### src/rtl/game_pkg.sv
// Shared constants and types for the battleship end-of-game checker: cell codes,
// winner ids, FSM state codes and the board type at the default 5x5 geometry.
package game_pkg;

  localparam int BOARD_N   = 5;
  localparam int CELL_BITS = 3;

  localparam logic [CELL_BITS-1:0] CELL_EMPTY = 3'd0;
  localparam logic [CELL_BITS-1:0] CELL_SHIP  = 3'd1;
  localparam logic [CELL_BITS-1:0] CELL_HIT   = 3'd2;
  localparam logic [CELL_BITS-1:0] CELL_MISS  = 3'd3;

  localparam logic [1:0] WIN_NONE   = 2'd0;
  localparam logic [1:0] WIN_PLAYER = 2'd1;
  localparam logic [1:0] WIN_PC     = 2'd2;

  localparam logic [1:0] ST_IDLE   = 2'd0;
  localparam logic [1:0] ST_SCAN   = 2'd1;
  localparam logic [1:0] ST_DECIDE = 2'd2;
  localparam logic [1:0] ST_WON    = 2'd3;

  typedef logic [CELL_BITS-1:0] board_t [0:BOARD_N-1][0:BOARD_N-1];

endpackage

### src/rtl/board_scanner.sv
// Per-board tally: counts ship cells and hit cells presented one per cycle while
// enabled; cleared by reset or by the start of a new check.
module board_scanner
  import game_pkg::*;
#(
  parameter int CELL_W = 3,
  parameter int CNT_W  = 5
) (
  input  logic              clk,
  input  logic              rst,
  input  logic              i_clr,
  input  logic              i_en,
  input  logic [CELL_W-1:0] i_cell,
  output logic [CNT_W-1:0]  o_ships,
  output logic [CNT_W-1:0]  o_hits
);

  logic [CNT_W-1:0] r_ships;
  logic [CNT_W-1:0] r_hits;
  logic             w_is_ship;
  logic             w_is_hit;

  // Codes 4..7 match neither constant, so they fall through as empty.
  assign w_is_ship = (i_cell == CELL_W'(CELL_SHIP));
  assign w_is_hit  = (i_cell == CELL_W'(CELL_HIT));

  always_ff @(posedge clk) begin
    if (rst || i_clr) begin
      r_ships <= '0;
      r_hits  <= '0;
    end else if (i_en) begin
      if (w_is_ship) r_ships <= r_ships + CNT_W'(1);
      if (w_is_hit)  r_hits  <= r_hits + CNT_W'(1);
    end
  end

  assign o_ships = r_ships;
  assign o_hits  = r_hits;

endmodule

### src/rtl/game_end_fsm.sv
// End-of-game checker: snapshots both fleet boards on start, scans them cell by cell
// and latches a winner. Define TURN_LIMIT_EN to also end the game after TURN_LIMIT shots.
//
// state  | meaning
// IDLE   | waiting for start; snapshot taken and counters cleared on start
// SCAN   | one cell index per cycle on both snapshots, row-major
// DECIDE | evaluate defeat rules, update ships_left, pulse done
// WON    | winner latched; only rst leaves
module game_end_fsm
  import game_pkg::*;
#(
  parameter int N          = 5,
  parameter int CELL_W     = 3,
  parameter int TURN_LIMIT = 40
) (
  input  logic              clk,
  input  logic              rst,
  input  logic              start,
  input  logic [CELL_W-1:0] board_player [0:N-1][0:N-1],
  input  logic [CELL_W-1:0] board_pc     [0:N-1][0:N-1],
  output logic              busy,
  output logic              done,
  output logic [1:0]        win_id,
  output logic              win_en,
  output logic [4:0]        ships_left_player,
  output logic [4:0]        ships_left_pc
);

  localparam int CNT_W = $clog2(N*N+1);
  localparam int IDX_W = (N > 1) ? $clog2(N) : 1;

  logic [1:0]        r_state;
  logic [IDX_W-1:0]  r_row;
  logic [IDX_W-1:0]  r_col;
  logic [CELL_W-1:0] r_snap_pl [0:N-1][0:N-1];
  logic [CELL_W-1:0] r_snap_pc [0:N-1][0:N-1];
  logic              r_done;
  logic [1:0]        r_win_id;
  logic              r_win_en;
  logic [4:0]        r_ships_left_pl;
  logic [4:0]        r_ships_left_pc;

  logic              w_accept;
  logic              w_scan_en;
  logic              w_last;
  logic [CNT_W-1:0]  w_ships_pl;
  logic [CNT_W-1:0]  w_hits_pl;
  logic [CNT_W-1:0]  w_ships_pc;
  logic [CNT_W-1:0]  w_hits_pc;
  logic              w_def_pl;
  logic              w_def_pc;
  logic [1:0]        w_next_win;

  assign w_accept  = (r_state == ST_IDLE) && start;
  assign w_scan_en = (r_state == ST_SCAN);
  assign w_last    = (r_row == IDX_W'(N-1)) && (r_col == IDX_W'(N-1));

  always_ff @(posedge clk) begin
    if (w_accept && !rst) begin
      r_snap_pl <= board_player;
      r_snap_pc <= board_pc;
    end
  end

  board_scanner #(.CELL_W(CELL_W), .CNT_W(CNT_W)) u_scan_pl (
    .clk     (clk),
    .rst     (rst),
    .i_clr   (w_accept),
    .i_en    (w_scan_en),
    .i_cell  (r_snap_pl[r_row][r_col]),
    .o_ships (w_ships_pl),
    .o_hits  (w_hits_pl)
  );

  board_scanner #(.CELL_W(CELL_W), .CNT_W(CNT_W)) u_scan_pc (
    .clk     (clk),
    .rst     (rst),
    .i_clr   (w_accept),
    .i_en    (w_scan_en),
    .i_cell  (r_snap_pc[r_row][r_col]),
    .o_ships (w_ships_pc),
    .o_hits  (w_hits_pc)
  );

  // An untouched board has no hits, so it can never count as sunk.
  assign w_def_pl = (w_ships_pl == '0) && (w_hits_pl != '0);
  assign w_def_pc = (w_ships_pc == '0) && (w_hits_pc != '0);

`ifdef TURN_LIMIT_EN
  localparam int TURN_W = $clog2(TURN_LIMIT+2);

  logic [TURN_W-1:0] r_turns;

  always_ff @(posedge clk) begin
    if (rst) begin
      r_turns <= '0;
    end else if (w_accept && (r_turns != {TURN_W{1'b1}})) begin
      r_turns <= r_turns + TURN_W'(1);
    end
  end

  // Hits recorded on the PC board are the player's hits, and vice versa.
  always_comb begin
    w_next_win = WIN_NONE;
    if (w_def_pc)
      w_next_win = WIN_PLAYER;
    else if (w_def_pl)
      w_next_win = WIN_PC;
    else if (r_turns == TURN_W'(TURN_LIMIT))
      w_next_win = (w_hits_pc >= w_hits_pl) ? WIN_PLAYER : WIN_PC;
  end
`else
  logic w_unused_turn_limit;
  assign w_unused_turn_limit = (TURN_LIMIT != 0);

  always_comb begin
    w_next_win = WIN_NONE;
    if (w_def_pc)
      w_next_win = WIN_PLAYER;
    else if (w_def_pl)
      w_next_win = WIN_PC;
  end
`endif

  always_ff @(posedge clk) begin
    if (rst) begin
      r_state         <= ST_IDLE;
      r_row           <= '0;
      r_col           <= '0;
      r_done          <= 1'b0;
      r_win_id        <= WIN_NONE;
      r_win_en        <= 1'b0;
      r_ships_left_pl <= '0;
      r_ships_left_pc <= '0;
    end else begin
      r_done <= 1'b0;
      case (r_state)
        ST_IDLE: begin
          if (start) begin
            r_state <= ST_SCAN;
            r_row   <= '0;
            r_col   <= '0;
          end
        end
        ST_SCAN: begin
          if (w_last) begin
            r_state <= ST_DECIDE;
          end else if (r_col == IDX_W'(N-1)) begin
            r_col <= '0;
            r_row <= r_row + IDX_W'(1);
          end else begin
            r_col <= r_col + IDX_W'(1);
          end
        end
        ST_DECIDE: begin
          r_done          <= 1'b1;
          r_win_id        <= w_next_win;
          r_win_en        <= (w_next_win != WIN_NONE);
          r_ships_left_pl <= 5'(w_ships_pl);
          r_ships_left_pc <= 5'(w_ships_pc);
          r_state         <= (w_next_win != WIN_NONE) ? ST_WON : ST_IDLE;
        end
        ST_WON: begin
          r_state <= ST_WON;
        end
        default: begin
          r_state <= ST_IDLE;
        end
      endcase
    end
  end

  assign busy              = (r_state == ST_SCAN) || (r_state == ST_DECIDE);
  assign done              = r_done;
  assign win_id            = r_win_id;
  assign win_en            = r_win_en;
  assign ships_left_player = r_ships_left_pl;
  assign ships_left_pc     = r_ships_left_pc;

endmodule
### config.mk
export PLATFORM = sky130hd
export DESIGN_NAME = game_end_fsm
export DESIGN_NICKNAME = d
export VERILOG_FILES = /design/src/rtl/game_pkg.sv /design/src/rtl/board_scanner.sv /design/src/rtl/game_end_fsm.sv
export SDC_FILE = /design/constraint.sdc
export NUM_CORES = 1
export LEC_CHECK = 0
export BUFFER_PORTS_ARGS = -buffer_cell sky130_fd_sc_hd__buf_2
export CORE_MARGIN = 2
export CORE_UTILIZATION = 61
export CTS_BUF_LIST = sky130_fd_sc_hd__clkbuf_2
export DETAILED_ROUTE_END_ITERATION = 12
export PLACE_DENSITY = 0.93
export SLEW_MARGIN = 20
export SYNTH_ARGS = -nofsm -noshare
export SYNTH_HDL_FRONTEND = slang
export SYNTH_SLANG_ARGS = --single-unit
### constraint.sdc
create_clock -name clk -period 12.6 [get_ports clk]
set_clock_uncertainty 0.05 [all_clocks]
set_input_delay 0 -clock clk [delete_from_list [all_inputs] [get_ports clk]]
set_output_delay 0 -clock clk [all_outputs]
set_load 0.05 [all_outputs]
==> summary.md, run 1 <==
| Metric | Value |
|---|---|
| Err | `[ERROR RSZ-0060] Max buffer count reached.` |
| Die X | `120.0 um` |
| RePlAce Congestion | `0.8885` |
| Post-CTS setup buffers | `0` |
| Async set or reset register ratio after synthesis | `0` |
| #FFs+latches synth | `192` |
| Compound-Gate Fraction of Synth Area | `0.06985` |
| Largest family of logic cells by synthesized area | `multiplexers` |
| Initial core utilization | `0.6220` |
| Clock root cell | `clkbuf_2` |
| CTS Hold Bufs | `178` |
| CTS max path bufs | `2` |
| # resized after CTS | `0` |
| Htree depth | `4` |
| Die Y | `120.0 um` |
| Warnings, synthesis | `0` |
| Post-synthesis sequential area ratio | `0.6515` |
| Outcome | `aborted with a tool error` |
| Unique masters post-synth | `67` |
| Fail Step | `clock tree synthesis (4_1_cts)` |
| Synthesized cell area | `0.008204 mm2` |
| Xor/xnor share of the synthesized area | `0.002135` |
| CTS buffer count | `17` |
| Mapped Avg Cell Area | `15.39 um2` |
| Post-detail-place hpwl | `13230 um` |
| Post-synth EDFFs | `150` |
| Post-synth top flop | `edfxtp_1` |
| Share of synthesized cell area in full adder, half adder and majority cells | `0.02440` |
| Simple-Gate Fraction of Synth Area | `0.08922` |
| Row count | `42` |
| Cells after Synth | `533` |
| PortBufs | `167` |
| Ports | `168` |
| Clock Sinks | `192` |
| Syn_nets | `702` |
| Post-synthesis mux area share | `0.1325` |
## Yosys cell counts (3+ instances only)
master | number | share of area
buf_4 | 4 | 0.0037
nand3_1 | 12 | 0.0073
nor4_2 | 6 | 0.0092
nand2_1 | 23 | 0.011
mux4_2 | 14 | 0.038
o31ai_1 | 10 | 0.0092
edfxtp_1 | 150 | 0.55
mux2_2 | 7 | 0.0096
a22o_1 | 4 | 0.0043
ha_1 | 16 | 0.024
clkbuf_1 | 5 | 0.0023
nand2b_1 | 16 | 0.012
inv_1 | 16 | 0.0073
dfxtp_1 | 42 | 0.10
nand4_1 | 11 | 0.0084
a221o_1 | 3 | 0.0037
nor3_1 | 5 | 0.0030
o21ai_0 | 9 | 0.0055
a21oi_1 | 21 | 0.013
buf_2 | 10 | 0.0061
nor2_1 | 36 | 0.016
mux2i_1 | 43 | 0.052
a31oi_1 | 3 | 0.0023
and4_1 | 3 | 0.0032
mux4_1 | 10 | 0.032
## stage by stage
stage	cell area, um2	cells	worst slack, ns	utilization
floorplan	8204	533	4.955	-
global placement	9111	853	9.704	0.6908
detailed placement	9111	853	9.554	0.6908
## cells by family after synthesis
family / count (synthesis)
buffers and inverters: 43
xor gates and xnor gates: 2
adders and majority gates: 16
muxes: 74
AOI/OAI and AO/OA: 75
DFF: 192
and+or+nand+nor: 131
==> run 2, diff against run 1 <==
--- a/config.mk
+++ b/config.mk
@@ -7,10 +7,9 @@
 export LEC_CHECK = 0
 export BUFFER_PORTS_ARGS = -buffer_cell sky130_fd_sc_hd__buf_2
 export CORE_MARGIN = 2
-export CORE_UTILIZATION = 61
-export CTS_BUF_LIST = sky130_fd_sc_hd__clkbuf_2
+export CORE_UTILIZATION = 40
 export DETAILED_ROUTE_END_ITERATION = 12
-export PLACE_DENSITY = 0.93
+export PLACE_DENSITY_LB_ADDON = 0.15
 export SLEW_MARGIN = 20
 export SYNTH_ARGS = -nofsm -noshare
 export SYNTH_HDL_FRONTEND = slang
==> run 2 against run 1 <==
  * Synthesized cell count did not move
  * Area after synthesis stayed put
  * The run now ends clean
==> summary.md, run 2 <==
| Metric | Value |
|---|---|
| CTS Hold Bufs | `151 (was 178)` |
| Switch Pwr | `510.3 uW` |
| Clock Power Share | `0.317` |
| Clock Sinks | `192 (unchanged)` |
| Post-detail-place hpwl | `13010 um (was 13230 um)` |
| CTS max path bufs | `2 (unchanged)` |
| GR Util All Layers | `0.1854` |
| Iteration-0 DRC Markers | `385` |
| Total routed wirelength | `19550 um` |
| Top flop regs | `r_snap_pc: 75 flops, r_snap_pl: 75 flops` |
| P_leak | `4.153 nW` |
| Top-count cell post-synth | `edfxtp_1 (unchanged)` |
| Power density over the cells | `152.3 mW/mm2` |
| Die Y | `147.2 um (was 120.0 um)` |
| Slew of the pin with the lowest slew margin | `1.074 ns` |
| Design Area, Final | `0.01135 mm2` |
| Warnings, synthesis | `0 (unchanged)` |
| Unique masters post-synth | `67 (unchanged)` |
| Clock slew at reported path FFs | `0.07 ns` |
| First-pass detailed-route iteration total | `4` |
| FMAX | `0.3136 GHz` |
| Core footprint | `0.02017 mm2` |
| Max-slew violation count | `0` |
| Syn_nets | `702 (unchanged)` |
| PortBufs | `167 (unchanged)` |
| Mapped Avg Cell Area | `15.39 um2 (unchanged)` |
| Gr ovfl total | `0` |
| Largest net degree at the start of global routing | `87` |
| Global-route wire length before repair | `30790 um` |
| Crit end category | `flop` |
| Worst ir drop on vdd | `0.1028 mV` |
| RePlAce Congestion | `0.8206 (was 0.8885)` |
| CP Cell Sequence | `inv_1 > o21ai_0 > a21oi_1 > o41ai_2 > and4_1 > mux2i_1` |
| Max_slew headroom | `0.2838` |
| Critical Path Fanout Max | `24` |
| CTS tree | `built` |
| NumNets Final | `1016` |
| Post-CTS setup buffers | `0 (unchanged)` |
| Startpoint Class | `flop` |
| Post-synth EDFFs | `150 (unchanged)` |
| Vias in the first global route | `5860` |
| N_diodes | `0` |
| Post-synth top flop | `edfxtp_1 (unchanged)` |
| Hold_ws | `0.03470 ns` |
| Tightest Hold Check Type | `in2reg` |
| Max-cap violations | `0` |
| Async set or reset register ratio after synthesis | `0 (unchanged)` |
| Placed cells | `947 (was 853)` |
| CP max stage cell | `o41ai_2` |
| Synth top cells by count | `edfxtp_1 (150), mux2i_1 (43), dfxtp_1 (42), nor2_1 (36), nand2_1 (23) (unchanged)` |
| Htree depth | `4 (unchanged)` |
| Setup Crit Path Kind | `reg2reg` |
| Antenna violations before repair | `0` |
| Routed WL per cell | `17.30 um` |
| M1 GR Usage | `0.2393` |
| Power share of the combinational group | `0.219` |
| Row count | `52 (was 42)` |
| DRC Markers | `0` |
| Synth top area cells | `edfxtp_1 (55%), dfxtp_1 (10%), mux2i_1 (5.2%), mux4_2 (3.8%), mux4_1 (3.2%) (unchanged)` |
| Final min period | `3.189 ns` |
| Internal power | `1.218 mW` |
| Critical Path Max Stage Delay | `0.91 ns` |
| Full die area | `0.02167 mm2` |
| Global route hottest layer | `met2` |
| Post-Route Setup TNS | `0 ns` |
| Share of the synthesized area in the top cell type | `0.5490 (unchanged)` |
| Commonest cells after routing, fill and taps aside | `buf_2 (167), dlygate4sd3_1 (151), edfxtp_1 (150), mux2i_1 (43), dfxtp_1 (40)` |
| Post-DP Area | `0.009229 mm2 (was 0.009111 mm2)` |
| RSZ-0062 raised after global routing | `no` |
| Finished Layout Cells | `1130` |
| Largest area contributor in the netlist | `edfxtp_1 (unchanged)` |
| CP arrival | `3.50 ns` |
| Die X | `147.2 um (was 120.0 um)` |
| Routed vias/inst | `5.021` |
| Cells after Synth | `533 (unchanged)` |
| Clock latency at the later pin of the worst-skew pair | `0.44 ns` |
| Vias | `5674` |
| Outcome | `finished, final reports clean (was aborted with a tool error)` |
| Cell family contributing the most delay on the critical path | `compound AO/OA/AOI/OAI gates` |
| Final hold vios | `0` |
| Final ANT Viol Nets | `0` |
| Met2 GRT Util | `0.3124` |
| Commonest non-fill, non-tap cell in the layout | `buf_2` |
| CTS buffer count | `17 (unchanged)` |
| # resized after CTS | `0 (unchanged)` |
| Area Overhead vs Synth | `38.34%` |
| WP buf/inv | `1` |
| Sw Ratio | `0.2953` |
| Post-synthesis sequential area ratio | `0.6515 (unchanged)` |
| Final period util | `0.2531` |
| Ports | `168 (unchanged)` |
| Sequential power share | `0.464` |
| Synthesized cell area | `0.008204 mm2 (unchanged)` |
| Clock root cell | `clkbuf_16 (was clkbuf_2)` |
| Final setup vio count | `0` |
| #FFs+latches synth | `192 (unchanged)` |
| Initial core utilization | `0.4068 (was 0.6220)` |
| Ratio of cells with drive above 1 in the final layout | `0.2884` |
| Met3 usage | `0.04068` |
| Worst Path Required | `12.92 ns` |
| Layout filler cell count | `1617` |
-- run 2: final timing paths --
kind	startpoint	endpoint	slack (ns)	cells past startpoint
worst min-delay path	start	r_row[2]	0.03	4
worst max-delay path	r_row[2]	u_scan_pl.o_hits[2]	9.41	6
worst max register to register	r_row[2]	u_scan_pl.o_hits[2]	9.41	6
worst min register to register	win_id[0]	win_id[0]	0.42	2
-- run 2: metrics by stage --
stage          utilization  setup WS [ns]  total power [mW]
2_1_floorplan            -          4.955             1.083
3_3_place_gp        0.4576          9.478             1.149
3_5_place_dp        0.4576          9.381             1.160
4_1_cts             0.5627          9.350             1.742
5_1_grt             0.5627          9.109             1.802
6_report            0.5627          9.411             1.728
-- run 2: power groups by stage --
stage          combinational (mW)  sequential, mW  clock, mW
2_1_floorplan               0.269           0.814          0
3_3_place_gp                0.334           0.815          0
3_5_place_dp                0.342           0.818          0
4_1_cts                     0.380           0.804      0.559
5_1_grt                     0.410           0.811      0.581
6_report                    0.379           0.802      0.547
-- run 2: routing by layer --
metal  vias to the layer above  part of all wire
met1                      2765              0.43
met5                         -                 0
li1                       2710                 -
met2                       174              0.50
met3                        25             0.053
met4                         0             0.019
-- run 2: logic make-up after synthesis --
| group | count (synthesis) | share of synthesized area |
|---|---|---|
| flip-flops | 192 | 0.6515 |
| AND/OR/NAND/NOR | 131 | 0.08922 |
| AO/OA/AOI/OAI | 75 | 0.06985 |
| multiplexers | 74 | 0.1325 |
| buffers and inverters | 43 | 0.03035 |
| adder cells (fa/ha/maj) | 16 | 0.02440 |
| XOR/XNOR | 2 | 0.002136 |
-- run 2: tightest hold or removal path, delay by kind of cell --
| family | cells | cell delay, ns |
|---|---|---|
| AOI/OAI and AO/OA | 1 | 0.11 |
| buffers and inverters | 1 | 0.13 |
| and+or+nand+nor | 2 | 0.25 |
-- run 2: layout make-up --
class                      instances  area [um2]  area share
clock inverter                    15       183.9     0.01621
sequential                       192        5348      0.4712
timing repair buffer             322        2377      0.2095
tap                              270       337.8     0.02977
multi-input combinational        298        2618      0.2306
inverter                          16       60.06    0.005292
clock buffer                      17       425.4     0.03748
(Power assumes the default switching activity.)
==> run 3, diff against run 2 <==
==> constraint.sdc (replaced) <==
create_clock -name clk -period 3.3 [get_ports clk]
set_clock_uncertainty 0.05 [all_clocks]
set_input_delay 0 -clock clk [delete_from_list [all_inputs] [get_ports clk]]
set_output_delay 0 -clock clk [all_outputs]
set_load 0.05 [all_outputs]
==> run 3 against run 2 <==
  * Non-clock buffer count is 12 higher
  * First-iteration DRC count decreased by 25%
  * Die area did not move
  * Clock-buffer cell count is the same
  * Cell area up 1.6%
  * Power rose to 3.9 times the previous value
  * Sequential power rose to 3.8 times the previous value
  * Clock power rose to 3.8 times the previous value
  * Critical path depth is the same
  * Cell count rose by 1.1%
==> summary.md, run 3 (synthesis results as in run 2) <==
| Metric | Value |
|---|---|
| Die X | `147.2 um (unchanged)` |
| Vias in the first global route | `5945 (was 5860)` |
| Worst ir drop on vdd | `0.4378 mV (was 0.1028 mV)` |
| Critical R2R Capture | `u_scan_pl.o_hits[2] (unchanged)` |
| N_diodes | `0 (unchanged)` |
| P_leak | `4.235 nW (was 4.153 nW)` |
| Sequential power share | `0.457 (was 0.464)` |
| Final min period | `2.933 ns (was 3.189 ns)` |
| Max-slew violation count | `0 (unchanged)` |
| Design Area, Final | `0.01153 mm2 (was 0.01135 mm2)` |
| First-pass detailed-route iteration total | `5 (was 4)` |
| CP Cell Sequence | `buf_4 > mux4_2 > a21oi_1 > o41ai_2 > and4_1 > mux2i_1 (was inv_1 > o21ai_0 > a21oi_1 > o41ai_2 > and4_1 > mux2i_1)` |
| Total routed wirelength | `19840 um (was 19550 um)` |
| Switch Pwr | `1.983 mW (was 510.3 uW)` |
| CTS tree | `built (unchanged)` |
| Layout filler cell count | `1608 (was 1617)` |
| Worst slack, placed | `0.3956 ns (was 9.381 ns)` |
| Area Overhead vs Synth | `40.54% (was 38.34%)` |
| Commonest cells after routing, fill and taps aside | `buf_2 (167), dlygate4sd3_1 (152), edfxtp_1 (150), mux2i_1 (43), dfxtp_1 (38) (was buf_2 (167), dlygate4sd3_1 (151), edfxtp_1 (150), mux2i_1 (43), dfxtp_1 (40))` |
| Slew of the pin with the lowest slew margin | `0.9415 ns (was 1.074 ns)` |
| FMAX | `0.3410 GHz (was 0.3136 GHz)` |
| Ratio of cells with drive above 1 in the final layout | `0.3039 (was 0.2884)` |
| Final hold vios | `0 (unchanged)` |
| Max_slew headroom | `0.3655 (was 0.2838)` |
| CP arrival | `3.25 ns (was 3.50 ns)` |
| Initial core utilization | `0.4068 (unchanged)` |
| Routed vias/inst | `5.002 (was 5.021)` |
| Post-DP Area | `0.009397 mm2 (was 0.009229 mm2)` |
| Internal power | `4.726 mW (was 1.218 mW)` |
| Tightest Hold Check Type | `in2reg (unchanged)` |
| WP buf/inv | `1 (unchanged)` |
| Hold endpoint | `r_snap_pl[57] (was r_row[2])` |
| NumNets Final | `1028 (was 1016)` |
| Final setup vio count | `0 (unchanged)` |
| WHS Path Cells | `2 (was 4)` |
| RSZ-0062 raised after global routing | `no (unchanged)` |
| CP max stage cell | `o41ai_2 (unchanged)` |
| PnR worst setup slack | `0.3673 ns (was 9.411 ns)` |
| Power density over the cells | `581.9 mW/mm2 (was 152.3 mW/mm2)` |
| Commonest non-fill, non-tap cell in the layout | `buf_2 (unchanged)` |
| Vias | `5712 (was 5674)` |
| HP Start | `board_player[57] (was start)` |
| Clock slew at reported path FFs | `0.07 ns (about the same)` |
| Routed WL per cell | `17.37 um (was 17.30 um)` |
| Ports | `168 (unchanged)` |
| Post-detail-place hpwl | `13120 um (was 13010 um)` |
| CTS max path bufs | `2 (unchanged)` |
| Post-Route Setup TNS | `0 ns (unchanged)` |
| CTS buffer count | `17 (unchanged)` |
| Antenna violations before repair | `0 (unchanged)` |
| RePlAce Congestion | `0.7722 (was 0.8206)` |
| Finished Layout Cells | `1142 (was 1130)` |
| Top flop regs | `r_snap_pc: 75 flops, r_snap_pl: 75 flops (unchanged)` |
| Row count | `52 (unchanged)` |
| Gr ovfl total | `0 (unchanged)` |
| Post-CTS setup buffers | `0 (unchanged)` |
| Full die area | `0.02167 mm2 (unchanged)` |
| Placed cells | `958 (was 947)` |
| Outcome | `finished, final reports clean (unchanged)` |
| Clock Sinks | `192 (unchanged)` |
| Sw Ratio | `0.2956 (was 0.2953)` |
| Htree depth | `4 (unchanged)` |
| Cell family contributing the most delay on the critical path | `compound AO/OA/AOI/OAI gates (unchanged)` |
| GR Util All Layers | `0.1866 (was 0.1854)` |
| Power share of the combinational group | `0.232 (was 0.219)` |
| Critical Path Max Stage Delay | `0.89 ns (was 0.91 ns)` |
| DRC Markers | `0 (unchanged)` |
| Worst Path Required | `3.62 ns (was 12.92 ns)` |
| Die Y | `147.2 um (unchanged)` |
| Startpoint Class | `flop (unchanged)` |
| Crit end category | `flop (unchanged)` |
| Clock latency at the later pin of the worst-skew pair | `0.44 ns (about the same)` |
| Largest net degree at the start of global routing | `45 (was 87)` |
| R2R setup slack | `0.37 ns (was 9.41 ns)` |
| Iteration-0 DRC Markers | `289 (was 385)` |
| FF-to-FF Start | `r_col[0] (was r_row[2])` |
| R2r worst-path depth | `6 (unchanged)` |
| Critical Path Fanout Max | `29 (was 24)` |
| Final period util | `0.8887 (was 0.2531)` |
| Core footprint | `0.02017 mm2 (unchanged)` |
| Max-cap violations | `0 (unchanged)` |
| Clock Power Share | `0.311 (was 0.317)` |
| Final ANT Viol Nets | `0 (unchanged)` |
| Global-route wire length before repair | `31140 um (was 30790 um)` |
| Clock root cell | `clkbuf_16 (unchanged)` |
| PortBufs | `167 (unchanged)` |
| Setup Crit Path Kind | `reg2reg (unchanged)` |
==> run 3: changes by cell type in the layout (fill, tap and decap cells not counted) <==
| cell | before | now |
|---|---|---|
| nand2_4 | 0 | 1 |
| buf_4 | 4 | 10 |
| nand2_1 | 23 | 22 |
| clkinv_8 | 3 | 4 |
| ha_1 | 16 | 15 |
| clkinv_4 | 1 | 2 |
| dfxtp_2 | 2 | 4 |
| dfxtp_1 | 40 | 38 |
| dlygate4sd3_1 | 151 | 152 |
| buf_12 | 0 | 5 |
| ha_4 | 0 | 1 |
| inv_1 | 16 | 14 |
| inv_8 | 4 | 2 |
| inv_2 | 0 | 2 |
==> run 3: power groups by stage <==
stage / Sequential (mW) / Clock (mW) / Combinational, mW
floorplan: 3.06 / 0 / 1.07
global placement: 3.12 / 0 / 1.39
detailed placement: 3.12 / 0 / 1.41
CTS: 3.07 / 2.14 / 1.56
global route: 3.10 / 2.23 / 1.68
finish: 3.07 / 2.09 / 1.55
==> run 3: worst max-delay path by stage <==
| stage | slack [ns] | startpoint | endpoint | cells past startpoint |
|---|---|---|---|---|
| after floorplan | -0.004 | r_state[1] | r_snap_pc[0] | 4 |
| after global placement | 0.38 | r_col[0] | u_scan_pl.o_hits[2] | 6 |
| after detailed placement | 0.40 | r_row[0] | u_scan_pl.o_hits[2] | 7 |
| after CTS | 0.38 | r_row[0] | u_scan_pl.o_hits[2] | 7 |
| after global routing | 0.16 | r_row[0] | u_scan_pl.o_hits[2] | 7 |
| final | 0.37 | r_col[0] | u_scan_pl.o_hits[2] | 6 |
==> run 3: per-stage QoR <==
stage	power, mW	hold WS [ns]	util
2_1_floorplan	4.130	0.01470	-
5_1_grt	7.001	0.2130	0.5717
3_3_place_gp	4.503	0.1270	0.4659
4_1_cts	6.761	0.1953	0.5717
3_5_place_dp	4.532	0.1281	0.4659
6_report	6.709	0.2135	0.5717
==> run 3: per-layer routing <==
layer | part of all wire | track usage
met3 | 0.043 | 0.03758
met4 | 0.015 | 0.05385
met5 | 0 | 0
met1 | 0.46 | 0.2533
met2 | 0.49 | 0.3065
==> run 3: what timing repair did <==
| item | CTS | global route |
|---|---|---|
| gates resized for setup | 0 | 0 |
| setup endpoints to repair | 0 | 0 |
| hold buffers | 152 | 0 |
| hold endpoints to repair | 170 | 0 |
==> run 3: final cells by class <==
class                           instances  area (um2)  share of cell area
Clock buffer                           17       425.4             0.03690
Clock inverter                         15       186.4             0.01617
Inverter                               16       60.06            0.005209
Multi-Input combinational cell        298        2638              0.2288
Sequential cell                       192        5350              0.4640
Tap cell                              270       337.8             0.02930
Timing Repair Buffer                  334        2532              0.2196
==> run 4, diff against run 3 <==
==> constraint.sdc (replaced) <==
create_clock -name clk -period 3.1 [get_ports clk]
set_clock_uncertainty 0.05 [all_clocks]
set_input_delay 0 -clock clk [delete_from_list [all_inputs] [get_ports clk]]
set_output_delay 0 -clock clk [all_outputs]
set_load 0.05 [all_outputs]
==> run 4 against run 3 <==
  * Combinational power is 11% higher
  * Non-clock buffer count is 6 higher
  * Cell area is 0.54% higher
  * Clock power is 7% higher
  * Critical path depth is 1 higher
  * First-iteration DRC count is 34% higher
  * Register-to-register slack worse by 0.09 ns
  * Power is 7.3% higher
  * Sequential share of layout area is 0.25 points lower
  * Flip-flop and latch count stayed put
  * Hold slack worse by 0.00093 ns
  * Routed wire length is 1.2% lower
  * Largest cell class unchanged
==> summary.md, run 4 (synthesis results as in run 2) <==
| Metric | Value |
|---|---|
| N_diodes | `0 (unchanged)` |
| Antenna violations before repair | `0 (unchanged)` |
| Critical Path Fanout Max | `28 (was 29)` |
| Startpoint Class | `flop (unchanged)` |
| Top flop regs | `r_snap_pc: 75 flops, r_snap_pl: 75 flops (unchanged)` |
| Area Overhead vs Synth | `41.30% (was 40.54%)` |
| Row count | `52 (unchanged)` |
| HP Start | `board_pc[38] (was board_player[57])` |
| Finished Layout Cells | `1148 (was 1142)` |
| Full die area | `0.02167 mm2 (unchanged)` |
| Crit end category | `flop (unchanged)` |
| Clock root cell | `clkbuf_16 (unchanged)` |
| Ports | `168 (unchanged)` |
| Post-detail-place hpwl | `13190 um (was 13120 um)` |
| Multi-input logic area | `0.002638 mm2 (unchanged)` |
| Worst Path Required | `3.40 ns (was 3.62 ns)` |
| CTS buffer count | `17 (unchanged)` |
| R2r worst-path depth | `7 (was 6)` |
| PortBufs | `167 (unchanged)` |
| GR Util All Layers | `0.1865 (was 0.1866)` |
| Final setup vio count | `0 (unchanged)` |
| Iteration-0 DRC Markers | `386 (was 289)` |
| NumNets Final | `1034 (was 1028)` |
| Gr ovfl total | `0 (unchanged)` |
| Slew of the pin with the lowest slew margin | `0.9373 ns (was 0.9415 ns)` |
| Vias in the first global route | `5985 (was 5945)` |
| Clock latency at the later pin of the worst-skew pair | `0.44 ns (about the same)` |
| CTS tree | `built (unchanged)` |
| Core footprint | `0.02017 mm2 (unchanged)` |
| RePlAce Congestion | `0.8008 (was 0.7722)` |
| DRC Markers | `0 (unchanged)` |
| Global-route wire length before repair | `30990 um (was 31140 um)` |
| Critical R2R Capture | `u_scan_pc.o_hits[3] (was u_scan_pl.o_hits[2])` |
| Outcome | `finished, final reports clean (unchanged)` |
| Tightest Hold Check Type | `in2reg (unchanged)` |
| FF-to-FF Start | `r_row[0] (was r_col[0])` |
| Final design utilization | `0.5748 (was 0.5717)` |
| Final hold vios | `0 (unchanged)` |
| # resized after CTS | `0 (unchanged)` |
| Post-Route Setup TNS | `0 ns (unchanged)` |
| Routed WL per cell | `17.07 um (was 17.37 um)` |
| Setup Crit Path Kind | `reg2reg (unchanged)` |
| Clock slew at reported path FFs | `0.08 ns (was 0.07 ns)` |
| Die Y | `147.2 um (unchanged)` |
| Die X | `147.2 um (unchanged)` |
| Max-cap violations | `0 (unchanged)` |
| CTS max path bufs | `2 (unchanged)` |
| Power density over the cells | `621.1 mW/mm2 (was 581.9 mW/mm2)` |
| Hold endpoint | `r_snap_pc[38] (was r_snap_pl[57])` |
| Final period util | `0.9094 (was 0.8887)` |
| Routed vias/inst | `4.936 (was 5.002)` |
| FMAX | `0.3547 GHz (was 0.3410 GHz)` |
| Largest net degree at the start of global routing | `36 (was 45)` |
| Vias | `5667 (was 5712)` |
| First-pass detailed-route iteration total | `4 (was 5)` |
| Htree depth | `4 (unchanged)` |
| Placed cells | `961 (was 958)` |
| Initial core utilization | `0.4068 (unchanged)` |
| CP arrival | `3.12 ns (was 3.25 ns)` |
| Commonest cells after routing, fill and taps aside | `buf_2 (167), dlygate4sd3_1 (152), edfxtp_1 (150), mux2i_1 (43), dfxtp_1 (38) (unchanged)` |
| Total routed wirelength | `19600 um (was 19840 um)` |
| Max-slew violation count | `0 (unchanged)` |
| Final min period | `2.819 ns (was 2.933 ns)` |
| Layout filler cell count | `1611 (was 1608)` |
| Final ANT Viol Nets | `0 (unchanged)` |
| WHS Path Cells | `2 (unchanged)` |
| Worst ir drop on vdd | `0.4633 mV (was 0.4378 mV)` |
| P_leak | `4.271 nW (was 4.235 nW)` |
| Sequential cell area | `0.005350 mm2 (unchanged)` |
| Max_slew headroom | `0.3683 (was 0.3655)` |
| Commonest non-fill, non-tap cell in the layout | `buf_2 (unchanged)` |
| RSZ-0062 raised after global routing | `no (unchanged)` |
| Clock Sinks | `192 (unchanged)` |
| Ratio of cells with drive above 1 in the final layout | `0.3087 (was 0.3039)` |
| R2R setup slack | `0.28 ns (was 0.37 ns)` |
run 4: changes by cell type in the layout (fill, tap and decap cells not counted), sizes merged:
cell	delta
buf	+6
inv	-2
clkinv	+2
run 4: critical path: stages, from the launching register on:
cell	delay (ns)
dfxtp_2	0.54
buf_12	0.27
mux4_1	0.60
mux2_2	0.30
a32oi_2	0.22
o31ai_2	0.21
nor4_2	0.31
mux2i_1	0.23
run 4: final cells by class:
class | count | share of cell area
clock inverter | 15 | 0.01651
timing repair buffer | 340 | 0.2234
sequential | 192 | 0.4615
clock buffer | 17 | 0.03670
multi-input combinational | 298 | 0.2275
inverter | 16 | 0.005181
tap | 270 | 0.02914
run 4: per-layer routing:
layer  part of all wire  wire length, um  GRT usage  vias up
met5                  0                0          0        -
met4              0.013              264    0.04952        0
met3              0.044              853    0.04596       19
met2               0.49             9556     0.3079      161
met1               0.46             8926     0.2480     2741
li1                   -                -          -     2746
run 4: worst max-delay path by stage:
stage | from | end | cells past startpoint
final | r_row[0] | u_scan_pc.o_hits[3] | 7
after global routing | r_row[0] | u_scan_pc.o_hits[3] | 7
after CTS | r_row[0] | u_scan_pl.o_hits[2] | 7
after detailed placement | r_row[0] | u_scan_pl.o_hits[2] | 7
after global placement | r_row[0] | u_scan_pl.o_hits[2] | 7
after floorplan | r_state[1] | r_snap_pc[0] | 4
run 4: timing repair:
item                                    in CTS  in global routing
hold buffers                               152                  0
setup buffers                                0                  3
endpoints found under the setup margin       0                  1
hold endpoints to repair                   170                  0
run 4: power by group:
part	leakage, nW	switching, mW	internal (mW)
clock	0.297	1.07	1.16
sequential	1.73	0.136	3.11
combinational	2.25	0.928	0.789
run 4: metrics by stage:
stage / worst slack, ns / power (mW) / hold WS (ns) / area, um2
global placement: 0.2284 / 4.824 / 0.1262 / 9432
floorplan: -0.2043 / 4.396 / 0.01470 / 8234
global route: 0.06636 / 7.527 / 0.1915 / 11590
CTS: 0.1874 / 7.233 / 0.1919 / 11570
detailed placement: 0.2059 / 4.853 / 0.1281 / 9432
finish: 0.2809 / 7.200 / 0.2126 / 11590
